### config.mk
export PLATFORM = sky130hd
export DESIGN_NAME = execute_muldiv_unit
export DESIGN_NICKNAME = d
export VERILOG_FILES = /design/src/rtl/muldiv_pkg.sv /design/src/rtl/muldiv_sign_fixup.sv /design/src/rtl/execute_muldiv_unit.sv
export SDC_FILE = /design/constraint.sdc
export NUM_CORES = 1
export LEC_CHECK = 0
export ABC_AREA = 0
export CAP_MARGIN = 20
export CELL_PAD_IN_SITES_DETAIL_PLACEMENT = 0
export CELL_PAD_IN_SITES_GLOBAL_PLACEMENT = 1
export CORE_MARGIN = 1
export CORE_UTILIZATION = 35
export CTS_CLUSTER_SIZE = 28
export DETAILED_ROUTE_END_ITERATION = 8
export DONT_BUFFER_PORTS = 1
export PLACE_DENSITY_LB_ADDON = 0.05
export SYNTH_ARGS = -nofsm -noshare
export SYNTH_HDL_FRONTEND = slang
export SYNTH_SLANG_ARGS = --single-unit
export TNS_END_PERCENT = 100
### constraint.sdc
create_clock -name clk -period 6.4 [get_ports clk]
set_input_delay 0.64 -clock clk [delete_from_list [all_inputs] [get_ports clk]]
set_output_delay 0.64 -clock clk [all_outputs]
set_load 0.005 [all_outputs]
### src/rtl/muldiv_pkg.sv
// Shared definitions for the RV32M multiply/divide unit.
//   muldiv_op_e    : funct3 encodings of the M-extension operations
//   muldiv_state_e : control FSM states
//   DIV0_QUOTIENT  : quotient returned for division by zero
//   INT_MIN        : most negative 32-bit value (signed overflow case)
//   is_signed_a/b  : operand signedness for a given operation
package muldiv_pkg;

  typedef enum logic [2:0] {
    OP_MUL    = 3'b000,
    OP_MULH   = 3'b001,
    OP_MULHSU = 3'b010,
    OP_MULHU  = 3'b011,
    OP_DIV    = 3'b100,
    OP_DIVU   = 3'b101,
    OP_REM    = 3'b110,
    OP_REMU   = 3'b111
  } muldiv_op_e;

  typedef enum logic [1:0] {
    ST_IDLE = 2'd0,
    ST_RUN  = 2'd1,
    ST_DONE = 2'd2
  } muldiv_state_e;

  localparam logic [31:0] DIV0_QUOTIENT = 32'hFFFF_FFFF;
  localparam logic [31:0] INT_MIN       = 32'h8000_0000;

  function automatic logic is_signed_a(input muldiv_op_e op);
    return (op == OP_MULH) || (op == OP_MULHSU) || (op == OP_DIV) || (op == OP_REM);
  endfunction

  function automatic logic is_signed_b(input muldiv_op_e op);
    return (op == OP_MULH) || (op == OP_DIV) || (op == OP_REM);
  endfunction

endpackage

### src/rtl/muldiv_sign_fixup.sv
// Combinational sign correction and result selection.
//   op      : operation being completed
//   raw     : multiply -> 64-bit magnitude product {hi,lo};
//             divide   -> {remainder magnitude, quotient magnitude}
//   neg     : negate product / quotient
//   neg_rem : negate remainder
//   result  : final 32-bit architectural result
module muldiv_sign_fixup
  import muldiv_pkg::*;
(
  input  muldiv_op_e  op,
  input  logic [63:0] raw,
  input  logic        neg,
  input  logic        neg_rem,
  output logic [31:0] result
);

  logic [63:0] prod;
  logic [31:0] quot;
  logic [31:0] rem;

  always_comb begin
    prod = neg ? (~raw + 64'd1) : raw;
    quot = neg ? (~raw[31:0] + 32'd1) : raw[31:0];
    rem  = neg_rem ? (~raw[63:32] + 32'd1) : raw[63:32];
    case (op)
      OP_MUL:                       result = prod[31:0];
      OP_MULH, OP_MULHSU, OP_MULHU: result = prod[63:32];
      OP_DIV, OP_DIVU:              result = quot;
      default:                      result = rem;
    endcase
  end

endmodule

### src/rtl/execute_muldiv_unit.sv
// Iterative RV32M multiply/divide unit for the Execute stage.
// Radix-2: one multiplier bit (shift-add) or one quotient bit (restoring
// shift-subtract) per cycle, 32 cycles per op; division by zero and signed
// overflow complete in one cycle.
//   clk, rst       : clock, synchronous active-high reset
//   start, flush   : instruction valid / kill (flush dominates)
//   op, a, b, rd_in: funct3, operands and destination register
//   busy           : iterating (RUN)
//   stall          : hold front of pipeline
//   done           : one-cycle pulse, result/rd_out valid
//   result, rd_out : registered result and its destination register
module execute_muldiv_unit
  import muldiv_pkg::*;
#(
  parameter int XLEN = 32,
  parameter int ITER = 32
) (
  input  logic            clk,
  input  logic            rst,
  input  logic            start,
  input  logic            flush,
  input  logic [2:0]      op,
  input  logic [XLEN-1:0] a,
  input  logic [XLEN-1:0] b,
  input  logic [4:0]      rd_in,
  output logic            busy,
  output logic            stall,
  output logic            done,
  output logic [XLEN-1:0] result,
  output logic [4:0]      rd_out
);

  localparam int CNT_W = $clog2(ITER);

  muldiv_state_e    state_q, state_d;
  logic [CNT_W-1:0] cnt_q, cnt_d;
  muldiv_op_e       op_q, op_d;
  logic [4:0]       rd_q, rd_d;
  logic             neg_q, neg_d;
  logic             neg_rem_q, neg_rem_d;
  logic [31:0]      m_q, m_d;    // multiplicand (mul) or divisor (div)
  logic [31:0]      hi_q, hi_d;  // product high half / partial remainder
  logic [31:0]      lo_q, lo_d;  // multiplier->product low / dividend->quotient
  logic [31:0]      result_q, result_d;
  logic [4:0]       rd_out_q, rd_out_d;

  // Accept-side decode
  muldiv_op_e  op_in;
  logic        sa, sb, accept, fast;
  logic [31:0] a_mag, b_mag, fast_result;

  always_comb begin
    op_in  = muldiv_op_e'(op);
    sa     = is_signed_a(op_in) & a[31];
    sb     = is_signed_b(op_in) & b[31];
    a_mag  = sa ? (~a + 32'd1) : a;
    b_mag  = sb ? (~b + 32'd1) : b;
    accept = start & ~flush & ((state_q == ST_IDLE) | (state_q == ST_DONE));
    fast   = op[2] & ((b == 32'd0) |
             (((op_in == OP_DIV) | (op_in == OP_REM)) & (a == INT_MIN) & (b == 32'hFFFF_FFFF)));
    // op[1] separates REM/REMU from DIV/DIVU
    if (b == 32'd0) fast_result = op[1] ? a : DIV0_QUOTIENT;
    else            fast_result = op[1] ? 32'd0 : INT_MIN;
  end

  // One iteration of each datapath
  logic [32:0] mul_sum, rem_sh;
  logic        ge;
  logic [31:0] step_hi, step_lo, fix_result;

  always_comb begin
    mul_sum = {1'b0, hi_q} + {1'b0, (lo_q[0] ? m_q : 32'd0)};
    rem_sh  = {hi_q, lo_q[31]};
    ge      = rem_sh >= {1'b0, m_q};
    if (op_q[2]) begin
      // Remainder after restore is below the divisor, so 32 bits hold it
      step_hi = ge ? 32'(rem_sh - {1'b0, m_q}) : rem_sh[31:0];
      step_lo = {lo_q[30:0], ge};
    end else begin
      step_hi = mul_sum[32:1];
      step_lo = {mul_sum[0], lo_q[31:1]};
    end
  end

  // Fix-up sees the post-iteration value so the last step and the sign
  // correction land on the same RUN->DONE edge.
  muldiv_sign_fixup u_fixup (
    .op      (op_q),
    .raw     ({step_hi, step_lo}),
    .neg     (neg_q),
    .neg_rem (neg_rem_q),
    .result  (fix_result)
  );

  always_comb begin
    state_d   = state_q;
    cnt_d     = cnt_q;
    op_d      = op_q;
    rd_d      = rd_q;
    neg_d     = neg_q;
    neg_rem_d = neg_rem_q;
    m_d       = m_q;
    hi_d      = hi_q;
    lo_d      = lo_q;
    result_d  = result_q;
    rd_out_d  = rd_out_q;
    case (state_q)
      ST_IDLE, ST_DONE: begin
        state_d = ST_IDLE;
        if (accept) begin
          op_d      = op_in;
          rd_d      = rd_in;
          neg_d     = sa ^ sb;
          neg_rem_d = sa;
          m_d       = op[2] ? b_mag : a_mag;
          lo_d      = op[2] ? a_mag : b_mag;
          hi_d      = 32'd0;
          if (fast) begin
            state_d  = ST_DONE;
            result_d = fast_result;
            rd_out_d = rd_in;
          end else begin
            state_d = ST_RUN;
            cnt_d   = CNT_W'(ITER - 1);
          end
        end
      end
      ST_RUN: begin
        hi_d = step_hi;
        lo_d = step_lo;
        if (cnt_q == '0) begin
          state_d  = ST_DONE;
          result_d = fix_result;
          rd_out_d = rd_q;
        end else begin
          cnt_d = cnt_q - CNT_W'(1);
        end
      end
      default: state_d = ST_IDLE;
    endcase
    if (flush) begin
      state_d  = ST_IDLE;
      result_d = result_q;
      rd_out_d = rd_out_q;
    end
  end

  always_ff @(posedge clk) begin
    if (rst) begin
      state_q   <= ST_IDLE;
      cnt_q     <= '0;
      op_q      <= OP_MUL;
      rd_q      <= '0;
      neg_q     <= 1'b0;
      neg_rem_q <= 1'b0;
      m_q       <= '0;
      hi_q      <= '0;
      lo_q      <= '0;
      result_q  <= '0;
      rd_out_q  <= '0;
    end else begin
      state_q   <= state_d;
      cnt_q     <= cnt_d;
      op_q      <= op_d;
      rd_q      <= rd_d;
      neg_q     <= neg_d;
      neg_rem_q <= neg_rem_d;
      m_q       <= m_d;
      hi_q      <= hi_d;
      lo_q      <= lo_d;
      result_q  <= result_d;
      rd_out_q  <= rd_out_d;
    end
  end

  assign busy   = (state_q == ST_RUN);
  assign done   = (state_q == ST_DONE);
  assign stall  = busy | (accept & ~fast);
  assign result = result_q;
  assign rd_out = rd_out_q;

endmodule

==> results.tsv <==
stage	metric	value	unit
yosys	top cells by area, synth	dfxtp_1, a21oi_1, nand2_1	
power	Max VDD drop	149.8	µV
yosys	Yosys cell types	97	
power	Comb pwr share	0.335	
global_route	Total Routing Usage GR	0.3313	
global_route	vias in the first global route	16790	
global_route	gr ovfl total	0	
finish	fill count	4960	
power	switching share of power	0.3973	
power	pwr/cell area	187.9	mW/mm²
floorplanning	die height	216.6	µm
setup_path	required time worst endpoint	6.79	ns
cts	postcts setup bufs	0	
drt	vias per inst	6.313	
hold_path	Hold Path Class	in -> reg	
status	status	finished clean	
global_route	largest net degree at the start of global routing	146	
power	sequential share of power	0.312	
yosys	ys flop type	dfxtp_1	
drt	drt drc	0	
sta	clk_skew	0.01603	ns
cts	Clock Path Buffers	2	
yosys	syn_area_per_cell	7.068	µm²
cts	clock sinks	150	
sta	maximum clock frequency	177.9	MHz
setup_path	critical path, cell by cell	and2_1 > ha_1 > inv_1 > fa_1 > nor2b_1 > o2111a_1 > o21ai_1 > a2111oi_0 > o41a_1 > xor2_1 > mux2_2 > nor4b_4 > nand3_2 > nor3_1 > a31o_2 > nand3_1 > a32o_1	
yosys	register bit total from synthesis	150	
hold_path	Hold Startpoint	flush	
floorplanning	row count	78	
setup_path	Arr. time, crit path	6.01	ns
setup_path	CP max-delay cell	a2111oi_0	
global_route	initial antenna violation count	3	
run	max_cap viols	0	
sta	final slew viol count	0	
sta	period utilisation layout	0.8783	
finish	fin nets	2343	
placement	RePlAce Congestion	0.9268	
global_route	first-pass GRT wire length	115.0	mm
placement	dpl hpwl	60.61	mm
finish	layout cell share with drive strength beyond 1	0.06978	
power	Pint	1.953	mW
power	Psw	1.288	mW
setup_path	FF-to-FF End	result[30]$_SDFFE_PP0P_	
floorplanning	initial core utilization	0.3551	
cts	H-tree levels	4	
cts	Root Buffer	clkbuf_16	
cts	number of gates resized after cts	0	
setup_path	crit-path max FO	15	
drt	antenna-violating nets left	0	
setup_path	CP Buf/Inv Count	1	
drt	DR vias	17730	
finish	P&R area growth vs syn	7.034	%
cts	total CTS buffers	17	
yosys	Mapped Nets	2429	
finish	Multi-input gate area	0.01230	mm²
cts	Worst-path clk slew	0.08	ns
floorplanning	# IOs	116	
setup_path	reg2reg path depth	17	
floorplanning	CORE AREA	0.04538	mm²
yosys	Mapped Cells	2280	
placement	# port buffers	0	
yosys	register area share after synthesis	0.1863	
sta	measured slew at the worst slew-check pin	1.092	ns
sta	RSZ-0062 raised after global routing	no	
yosys	leading area contributor after synthesis	dfxtp_1	
drt	DR iter-0 viols	1706	
setup_path	reg-to-reg startpoint	lo_q[0]$_SDFFE_PP0P_	
power	Tot Pwr	3.241	mW
yosys	Mapped Area	0.01612	mm²
power	P_leak	6.199	nW
hold_path	worst hold stages	1	
sta	Tmin final	5.621	ns
sta	Finish-stage setup viols	0	
yosys	asr flop ratio synth	0	
power	clock power share	0.352	
setup_path	internal reg-to-reg setup slack	0.78	ns
yosys	top cell type's share of synthesized area	0.1863	
sta	Slew HR	0.2641	
drt	drt wl/cell	27.81	µm
yosys	Yosys warning count	0	
setup_path	nature of the critical path startpoint	register	
sta	Hold Vio Cnt, Final	0	
floorplanning	DIE AREA	0.04691	mm²
setup_path	CP peak stage delay	0.86	ns
setup_path	Worst Setup End Kind	register	
hold_path	Hold EP	state_q[0]$_SDFFE_PP0P_	
setup_path	cell family with most CP delay	compound AO/OA/AOI/OAI gates	
yosys	Post-synth EDFFs	0	
drt	Detailed Route WL	78.12	mm
cts	hold_buf cts	0	
setup_path	crit path from	lo_q[0]$_SDFFE_PP0P_	
setup_path	CP Class	reg -> reg	
cts	Clock Latency Late Sink	0.50	ns
floorplanning	Die X	216.6	µm
drt	DR pass1 iterations	5	
finish	Storage cell area	0.003008	mm²
cts	CTS tree	yes	
sta	Setup TNS	0	ns
## per-stage QoR
step	setup slack [ns]	hold WS, ns	instances	util	instance area [µm²]
CTS	0.8577	0.1666	2806	0.3798	17240
global placement	0.9529	0.4371	2774	0.3661	16610
detailed placement	0.8847	0.4435	2774	0.3661	16610
global route	0.3663	0.1917	2807	0.3800	17240
floorplan	1.460	0.4366	2280	-	16120
finish	0.7787	0.1997	2809	0.3801	17250
## layout make-up
class / instances / share of cell area
clock buffers: 20 / 0.02648
repair buffers: 43 / 0.01871
multi-input cells: 1917 / 0.7129
inverters: 65 / 0.01414
diodes: 2 / 0.0002902
flip-flops and latches: 150 / 0.1744
clock inverters: 12 / 0.009575
well taps: 600 / 0.04352
## worst max path at each step
stage | endpoint | depth (start not counted)
after floorplan | result[24]$_SDFFE_PP0P_ | 23
after global placement | result[16]$_SDFFE_PP0P_ | 16
after detailed placement | result[29]$_SDFFE_PP0P_ | 17
after CTS | result[29]$_SDFFE_PP0P_ | 17
after global routing | result[29]$_SDFFE_PP0P_ | 17
final | result[30]$_SDFFE_PP0P_ | 17
## kinds of logic (layout without fill, tap and decap cells)
family | after synthesis | count (layout) | share of synthesized area
adders and majority gates | 73 | 73 | 0.05761
muxes | 52 | 52 | 0.03362
buffers and inverters | 213 | 140 | 0.05264
other | 0 | 2 | 0
AOI/OAI and AO/OA | 797 | 797 | 0.3279
and+or+nand+nor | 829 | 829 | 0.2516
DFF | 150 | 150 | 0.1863
xor gates and xnor gates | 166 | 166 | 0.09022
## state kept, by name, summed over array words and instances, names as in the netlist
name       count
cnt_q          5
lo_q          32
hi_q          32
op_q           3
rd_q           5
neg_rem_q      1
neg_q          1
result        32
m_q           32
state_q        2
rd_out         5
## power by group through the flow
stage          clock, mW  sequential, mW  combinational, mW
2_1_floorplan          0            1.01              0.738
3_3_place_gp           0            1.03               1.06
3_5_place_dp           0            1.03               1.06
4_1_cts             1.17            1.01               1.07
5_1_grt             1.19            1.02               1.16
6_report            1.14            1.01               1.09
## synth_stat cells, types with 52 or more instances
cell type and number:
nand3_1 52, nand2_1 270, o211ai_1 64, nor3_1 55, xnor2_1 102, a21oi_1 217, clkbuf_1 107, o21ai_0 151
ha_1 71, xor2_1 64, dfxtp_1 150, nor2_1 215, inv_1 63
## layout by cell type (no fill, tap or decap), drive strengths merged, types with 13 or more instances in the layout
| cell type | netlist | final |
|---|---|---|
| inv | 63 | 68 |
| a221oi | 20 | 20 |
| a22oi | 18 | 18 |
| nor2b | 15 | 15 |
| mux2 | 17 | 17 |
| nor4 | 21 | 21 |
| buf | 40 | 43 |
| nand3 | 54 | 54 |
| o21a | 16 | 16 |
| or4 | 13 | 13 |
| nand4 | 29 | 29 |
| nand2 | 272 | 272 |
| a211oi | 34 | 34 |
| and2 | 48 | 48 |
| nor3 | 60 | 60 |
| a31oi | 44 | 44 |
| o31ai | 36 | 36 |
| mux2i | 35 | 35 |
| a311oi | 27 | 27 |
| o21ai | 160 | 160 |
| xnor2 | 102 | 102 |
| nand2b | 18 | 18 |
| dfxtp | 150 | 150 |
| a21oi | 217 | 217 |
| clkbuf | 108 | 20 |
| or3 | 26 | 26 |
| xor2 | 64 | 64 |
| ha | 71 | 71 |
| o211ai | 64 | 64 |
| o22ai | 17 | 17 |
| a21o | 32 | 32 |
| nor2 | 217 | 217 |
## per-layer routing
metal,share of wire,vias up,track usage
li1,-,8274,-
met1,0.43,8615,0.4222
met2,0.46,703,0.5401
met3,0.056,139,0.04814
met4,0.049,2,0.1725
met5,0.00017,-,0
Note: power is estimated with default switching activity, not from simulation.
